<file path="src/rtl/store_control_pkg.sv">
// Shared definitions for the store stage: instruction opcodes, field positions
// and the AXI encodings the store burst uses.
package store_control_pkg;

  localparam logic [2:0] OpLoad  = 3'b001;
  localparam logic [2:0] OpExec  = 3'b010;
  localparam logic [2:0] OpAct   = 3'b011;
  localparam logic [2:0] OpStore = 3'b100;

  localparam int unsigned OpcodeMsb = 31;
  localparam int unsigned OpcodeLsb = 29;
  localparam int unsigned BaseMsb   = 28;
  localparam int unsigned BaseLsb   = 11;
  localparam int unsigned LenMsb    = 10;
  localparam int unsigned LenLsb    = 3;

  localparam logic [1:0] AxiBurstIncr = 2'b01;
  localparam logic [1:0] AxiRespOkay  = 2'b00;

  function automatic logic [2:0] instr_opcode(input logic [31:0] instr);
    return instr[OpcodeMsb:OpcodeLsb];
  endfunction

  function automatic logic [17:0] instr_base(input logic [31:0] instr);
    return instr[BaseMsb:BaseLsb];
  endfunction

  function automatic logic [7:0] instr_len(input logic [31:0] instr);
    return instr[LenMsb:LenLsb];
  endfunction

endpackage

</file>
<file path="src/rtl/store_control.sv">
// Store stage: pops store instructions and streams len+1 activation words to
// memory as one AXI4 INCR write burst, then waits for the write response.
module store_control
  import store_control_pkg::*;
#(
  parameter int unsigned AXI_WIDTH_ID = 4,
  parameter int unsigned AXI_WIDTH_AD = 32,
  parameter int unsigned AXI_WIDTH_DA = 32,
  parameter int unsigned AXI_WIDTH_DS = AXI_WIDTH_DA / 8,
  parameter logic [2:0]  STORE_OPCODE = OpStore
) (
  input  logic                    clk,
  input  logic                    rst,
  input  logic                    i_store_instruction_fifo_empty,
  input  logic [31:0]             i_store_instruction_data,
  output logic                    o_store_instruction_fifo_rd_en,
  input  logic                    i_activation_out_fifo_empty,
  input  logic [AXI_WIDTH_DA-1:0] i_activation_out_fifo_data,
  output logic                    o_activation_out_fifo_rd_en,
  output logic [AXI_WIDTH_ID-1:0] o_m_axi_awid,
  output logic [AXI_WIDTH_AD-1:0] o_m_axi_awaddr,
  output logic [7:0]              o_m_axi_awlen,
  output logic [2:0]              o_m_axi_awsize,
  output logic [1:0]              o_m_axi_awburst,
  output logic                    o_m_axi_awvalid,
  input  logic                    i_m_axi_awready,
  output logic [AXI_WIDTH_DA-1:0] o_m_axi_wdata,
  output logic [AXI_WIDTH_DS-1:0] o_m_axi_wstrb,
  output logic                    o_m_axi_wlast,
  output logic                    o_m_axi_wvalid,
  input  logic                    i_m_axi_wready,
  input  logic [1:0]              i_m_axi_bresp,
  input  logic                    i_m_axi_bvalid,
  output logic                    o_m_axi_bready,
  output logic                    o_store_idle,
  output logic                    o_store_done,
  output logic                    o_store_error
);

  localparam int unsigned AddrShift = $clog2(AXI_WIDTH_DS);

  localparam logic [3:0] StIdle = 4'b0001;
  localparam logic [3:0] StAddr = 4'b0010;
  localparam logic [3:0] StData = 4'b0100;
  localparam logic [3:0] StResp = 4'b1000;

  logic [3:0]  state_q, state_d;
  logic [17:0] base_q, base_d;
  logic [7:0]  len_q, len_d;
  logic [7:0]  beat_cnt_q, beat_cnt_d;
  logic        awvalid_q, awvalid_d;
  logic        error_q, error_d;

  logic is_idle, is_data, is_resp;
  logic instr_pop, is_store, store_accept;
  logic w_valid, w_last, beat, b_hs;
  logic unused_instr_bits;

  assign unused_instr_bits = ^i_store_instruction_data[2:0];

  always_comb begin
    is_idle      = (state_q == StIdle);
    is_data      = (state_q == StData);
    is_resp      = (state_q == StResp);
    instr_pop    = is_idle && !i_store_instruction_fifo_empty;
    is_store     = (instr_opcode(i_store_instruction_data) == STORE_OPCODE);
    store_accept = instr_pop && is_store;
    // wvalid depends only on data availability, never on wready
    w_valid      = is_data && !i_activation_out_fifo_empty;
    w_last       = is_data && (beat_cnt_q == 8'd0);
    beat         = w_valid && i_m_axi_wready;
    b_hs         = is_resp && i_m_axi_bvalid;
  end

  always_comb begin
    state_d    = state_q;
    base_d     = base_q;
    len_d      = len_q;
    beat_cnt_d = beat_cnt_q;
    awvalid_d  = awvalid_q;
    error_d    = error_q;

    unique case (state_q)
      StIdle: begin
        if (store_accept) begin
          base_d     = instr_base(i_store_instruction_data);
          len_d      = instr_len(i_store_instruction_data);
          beat_cnt_d = instr_len(i_store_instruction_data);
          awvalid_d  = 1'b1;
          state_d    = StAddr;
        end
      end
      StAddr: begin
        if (awvalid_q && i_m_axi_awready) begin
          awvalid_d = 1'b0;
          state_d   = StData;
        end
      end
      StData: begin
        if (beat) begin
          beat_cnt_d = beat_cnt_q - 8'd1;
          if (w_last) begin
            state_d = StResp;
          end
        end
      end
      StResp: begin
        if (i_m_axi_bvalid) begin
          if (i_m_axi_bresp != AxiRespOkay) begin
            error_d = 1'b1;
          end
          state_d = StIdle;
        end
      end
      default: begin
        state_d   = StIdle;
        awvalid_d = 1'b0;
      end
    endcase
  end

  always_ff @(posedge clk or posedge rst) begin
    if (rst) begin
      state_q    <= StIdle;
      base_q     <= '0;
      len_q      <= '0;
      beat_cnt_q <= '0;
      awvalid_q  <= 1'b0;
      error_q    <= 1'b0;
    end else begin
      state_q    <= state_d;
      base_q     <= base_d;
      len_q      <= len_d;
      beat_cnt_q <= beat_cnt_d;
      awvalid_q  <= awvalid_d;
      error_q    <= error_d;
    end
  end

  assign o_store_instruction_fifo_rd_en = instr_pop;
  assign o_activation_out_fifo_rd_en    = beat;

  assign o_m_axi_awid    = '0;
  assign o_m_axi_awaddr  = AXI_WIDTH_AD'(base_q) << AddrShift;
  assign o_m_axi_awlen   = len_q;
  assign o_m_axi_awsize  = 3'(AddrShift);
  assign o_m_axi_awburst = AxiBurstIncr;
  assign o_m_axi_awvalid = awvalid_q;

  assign o_m_axi_wdata  = i_activation_out_fifo_data;
  assign o_m_axi_wstrb  = '1;
  assign o_m_axi_wlast  = w_last;
  assign o_m_axi_wvalid = w_valid;

  assign o_m_axi_bready = is_resp;
  assign o_store_idle   = is_idle;
  assign o_store_done   = b_hs;
  assign o_store_error  = error_q;

endmodule

</file>
<file path="config.mk">
export PLATFORM = sky130hd
export DESIGN_NAME = store_control
export DESIGN_NICKNAME = d
export VERILOG_FILES = /design/src/rtl/store_control_pkg.sv /design/src/rtl/store_control.sv
export SDC_FILE = /design/constraint.sdc
export NUM_CORES = 1
export LEC_CHECK = 0
export CORE_ASPECT_RATIO = 0.6
export CORE_MARGIN = 4
export CORE_UTILIZATION = 38
export DETAILED_ROUTE_END_ITERATION = 10
export PLACE_DENSITY = 0.86
export SYNTH_ARGS = -nofsm -noshare
export SYNTH_HDL_FRONTEND = slang
export SYNTH_SLANG_ARGS = --single-unit
</file>
<file path="constraint.sdc">
create_clock -name clk -period 6 [get_ports clk]
set_clock_uncertainty 0.15 [all_clocks]
set_input_delay 1.2 -clock clk [delete_from_list [all_inputs] [get_ports clk]]
set_output_delay 1.2 -clock clk [all_outputs]
set_load 0.01 [all_outputs]
</file>
==> impl_metrics.env <==
export IMPL_synth_top_area_share_pct=40.7
export IMPL_final_common_cell="clkdlybuf4s50_1"
export IMPL_final_core_util_pct=48.1
export IMPL_hpwlAfterDp_um=3740
export IMPL_pre_cts_ws_ns=2.12
export IMPL_synth_top_family_by_area="buffers and inverters"
export IMPL_start_kind="primary input"
export IMPL_synth_edf_count=0
export IMPL_p_int_uw=564
export IMPL_nFillCells=577
export IMPL_p_leak_uw=0.00131
export IMPL_status="completed"
export IMPL_yosysSeqAreaShare_pct=41.8
export IMPL_setup_violations=0
export IMPL_synth_adder_area_share_pct=1.04
export IMPL_reg2reg_slack_ns=3.72
export IMPL_port_buffers=72
export IMPL_htreeDepth=2
export IMPL_endpoint="o_activation_out_fifo_rd_en"
export IMPL_setup_ws_ns=2.11
export IMPL_antenna_found_initial=0
export IMPL_tritoncts="yes"
export IMPL_grt_pass1_vias=1627
export IMPL_root_buffer="clkbuf_8"
export IMPL_grt_max_degree=41
export IMPL_cpMaxStageDelayCell="clkdlybuf4s50_1"
export IMPL_vias=1622
export IMPL_rsz0062_at_grt="no"
export IMPL_wl_per_cell_um=14.5
export IMPL_crit_arrival_ns=2.54
export IMPL_multi_input_area_um2=987
export IMPL_drc_errors=0
export IMPL_synth_ff_type="dfrtp_1"
export IMPL_start_util_pct=39.3
export IMPL_maxCapViolations=0
export IMPL_syn_instance_count=216
export IMPL_grtUsageTotal_pct=12.5
export IMPL_clock_sinks=40
export IMPL_fin_tns_setup_ns=0
export IMPL_syn_cell_area_mm2=0.00240
export IMPL_post_cts_buffers=0
export IMPL_final_layout_size_suffix_gt1_share_pct=17.1
export IMPL_overflow=0
export IMPL_yosys_register_bits=40
export IMPL_crit_type="primary input to primary output"
export IMPL_netSwitchingFraction_pct=28.4
export IMPL_async_flop_share_pct=100
export IMPL_power_frac_comb_pct=32.1
export IMPL_synth_mux_area_share_pct=14.4
export IMPL_cts_hold_buf=0
export IMPL_fp_dieH_um=69.6
export IMPL_slew_viol_final=0
export IMPL_vdd_drop_max_mv=0.0986
export IMPL_clockBufferDepth=2
export IMPL_r2r_end="beat_cnt_q[3]$_DFFE_PP0P_"
export IMPL_hold_viol=0
export IMPL_seqCellArea_mm2=0.00100
export IMPL_path_clk_slew_ns=0.07
export IMPL_synth_xor_area_share_pct=0
export IMPL_num_antenna_cells=0
export IMPL_ant_nets=0
export IMPL_timing_fmax_ghz=0.257
export IMPL_worstSetupPathDepth=4
export IMPL_ys_types=43
export IMPL_yosys_warnings=0
export IMPL_ctsResizeCount=0
export IMPL_ys_top_cells_by_area="dfrtp_1 (41%), buf_4 (18%), mux2_4 (11%)"
export IMPL_path_buf_inv=2
export IMPL_end_kind="primary output"
export IMPL_die_area_mm2=0.00769
export IMPL_rows=22
export IMPL_switching_power_uw=224
export IMPL_crit_family="buffers and inverters"
export IMPL_power_density_mw_per_mm2=268
export IMPL_post_route_period_util_pct=64.8
export IMPL_areaGrowthSynthToFinish_pct=22.5
export IMPL_p_seq_share_pct=46.1
export IMPL_mostFrequentLayoutCells="clkdlybuf4s50_1 (72), dfrtp_1 (39), conb_1 (27)"
export IMPL_place_congestion=0.757
export IMPL_nets=333
export IMPL_clkPwrFrac_pct=21.8
export IMPL_placedCellCount=335
export IMPL_ioPinCount=167
export IMPL_wirelength_um=4970
export IMPL_finalNonFillerCells=342
export IMPL_relSlewSlack_pct=46.3
export IMPL_whs_ns=0.329
export IMPL_crit_chain="clkdlybuf4s50_1 > nand2b_1 > nor2_1 > clkdlybuf4s50_1"
export IMPL_die_x_um=111
export IMPL_cpMostUsedCell="clkdlybuf4s50_1"
export IMPL_via_per_inst=4.74
export IMPL_r2r_cells=4
export IMPL_crit_start="i_activation_out_fifo_empty"
export IMPL_hold_path_class="register to register"
export IMPL_synth_compound_area_share_pct=10.2
export IMPL_crit_fanout=5
export IMPL_cp_required_ns=4.65
export IMPL_period_needed_ns=3.89
export IMPL_r2r_start="state_q[3]$_DFFE_PP0P_"
export IMPL_max_stage_delay_ns=0.55
export IMPL_clock_latency_ns=0.29
export IMPL_worst_pin_slew_ns=0.794
export IMPL_yosys_area_top_type="dfrtp_1"
export IMPL_cts_buffers=5
export IMPL_grt_pass1_wl_um=7870
export IMPL_synthSimpleGateAreaFrac_pct=11.1
export IMPL_syn_avg_cell_area_um2=11.1
export IMPL_dr_first_iter_drc_count=46
export IMPL_dr_pass1_iters=4
export IMPL_core_area_mm2=0.00611
-- how the worst min path moves through the flow --
| stage | from | endpoint | slack [ns] | cells past startpoint |
|---|---|---|---|---|
| floorplan | beat_cnt_q[6]$_DFFE_PP0P_ | beat_cnt_q[6]$_DFFE_PP0P_ | 0.32 | 2 |
| global placement | o_store_error$_DFFE_PP0P_ | o_store_error$_DFFE_PP0P_ | 0.30 | 1 |
| detailed placement | o_store_error$_DFFE_PP0P_ | o_store_error$_DFFE_PP0P_ | 0.31 | 1 |
| CTS | o_store_error$_DFFE_PP0P_ | o_store_error$_DFFE_PP0P_ | 0.33 | 1 |
| global route | o_store_error$_DFFE_PP0P_ | o_store_error$_DFFE_PP0P_ | 0.36 | 1 |
| finish | o_store_error$_DFFE_PP0P_ | o_store_error$_DFFE_PP0P_ | 0.33 | 1 |
-- synthesized netlist by cell type, types with 2 or more instances --
cell / count
buf_4: 59
dfrtp_1: 39
mux2_4: 17
nor2_1: 12
mux2_2: 8
nand2_1: 7
nand2b_1: 7
o21ai_0: 7
inv_1: 5
o21ai_1: 5
a21oi_1: 4
a22oi_1: 3
a211oi_1: 2
a21oi_2: 2
a2bb2oi_1: 2
and3_1: 2
buf_2: 2
conb_1: 2
ha_1: 2
nand3_1: 2
nor3_1: 2
nor4b_1: 2
o22ai_1: 2
or4b_1: 2
-- state kept, by name (all words and copies together), names as in the netlist --
register,cells
state_q,4
o_m_axi_awvalid,1
base_q,18
o_store_error,1
beat_cnt_q,8
o_m_axi_awlen,8
-- area by class of cell --
class	instances	area share (%)
well taps	84	3.58
clock inverters	2	0.426
inverters	6	0.937
flip-flops and latches	40	34.1
repair buffers	74	25.0
multi-input cells	131	33.6
clock buffers	5	2.34
-- cells by family after synthesis --
group                    count (synthesis)
AND/OR/NAND/NOR                         42
AO/OA/AOI/OAI                           35
multiplexers                            25
buffers and inverters                   70
other                                    2
flip-flops                              40
adder cells (fa/ha/maj)                  2
-- metrics by stage --
stage | cell area (um2) | power (uW)
after floorplan | 2490 | 517
final | 2940 | 788
after global routing | 2940 | 832
after CTS | 2940 | 798
after detailed placement | 2860 | 622
after global placement | 2860 | 613
-- routing by layer --
| metal | global-route usage (%) | vias to the layer above | routed length (um) |
|---|---|---|---|
| li1 | - | 744 | - |
| met1 | 15.9 | 784 | 2280 |
| met2 | 19.1 | 82 | 2210 |
| met3 | 5.23 | 12 | 405 |
| met4 | 4.64 | 0 | 74 |
| met5 | 0 | - | 0 |
-- power groups by stage --
stage                     logic, uW  clock network (uW)  registers [uW]
final                           253                 172             363
after detailed placement        254                   0             368
after global routing            269                 194             370
after CTS                       256                 179             363
after floorplan                 134                   0             383
after global placement          250                   0             363
(Power assumes the default switching activity.)
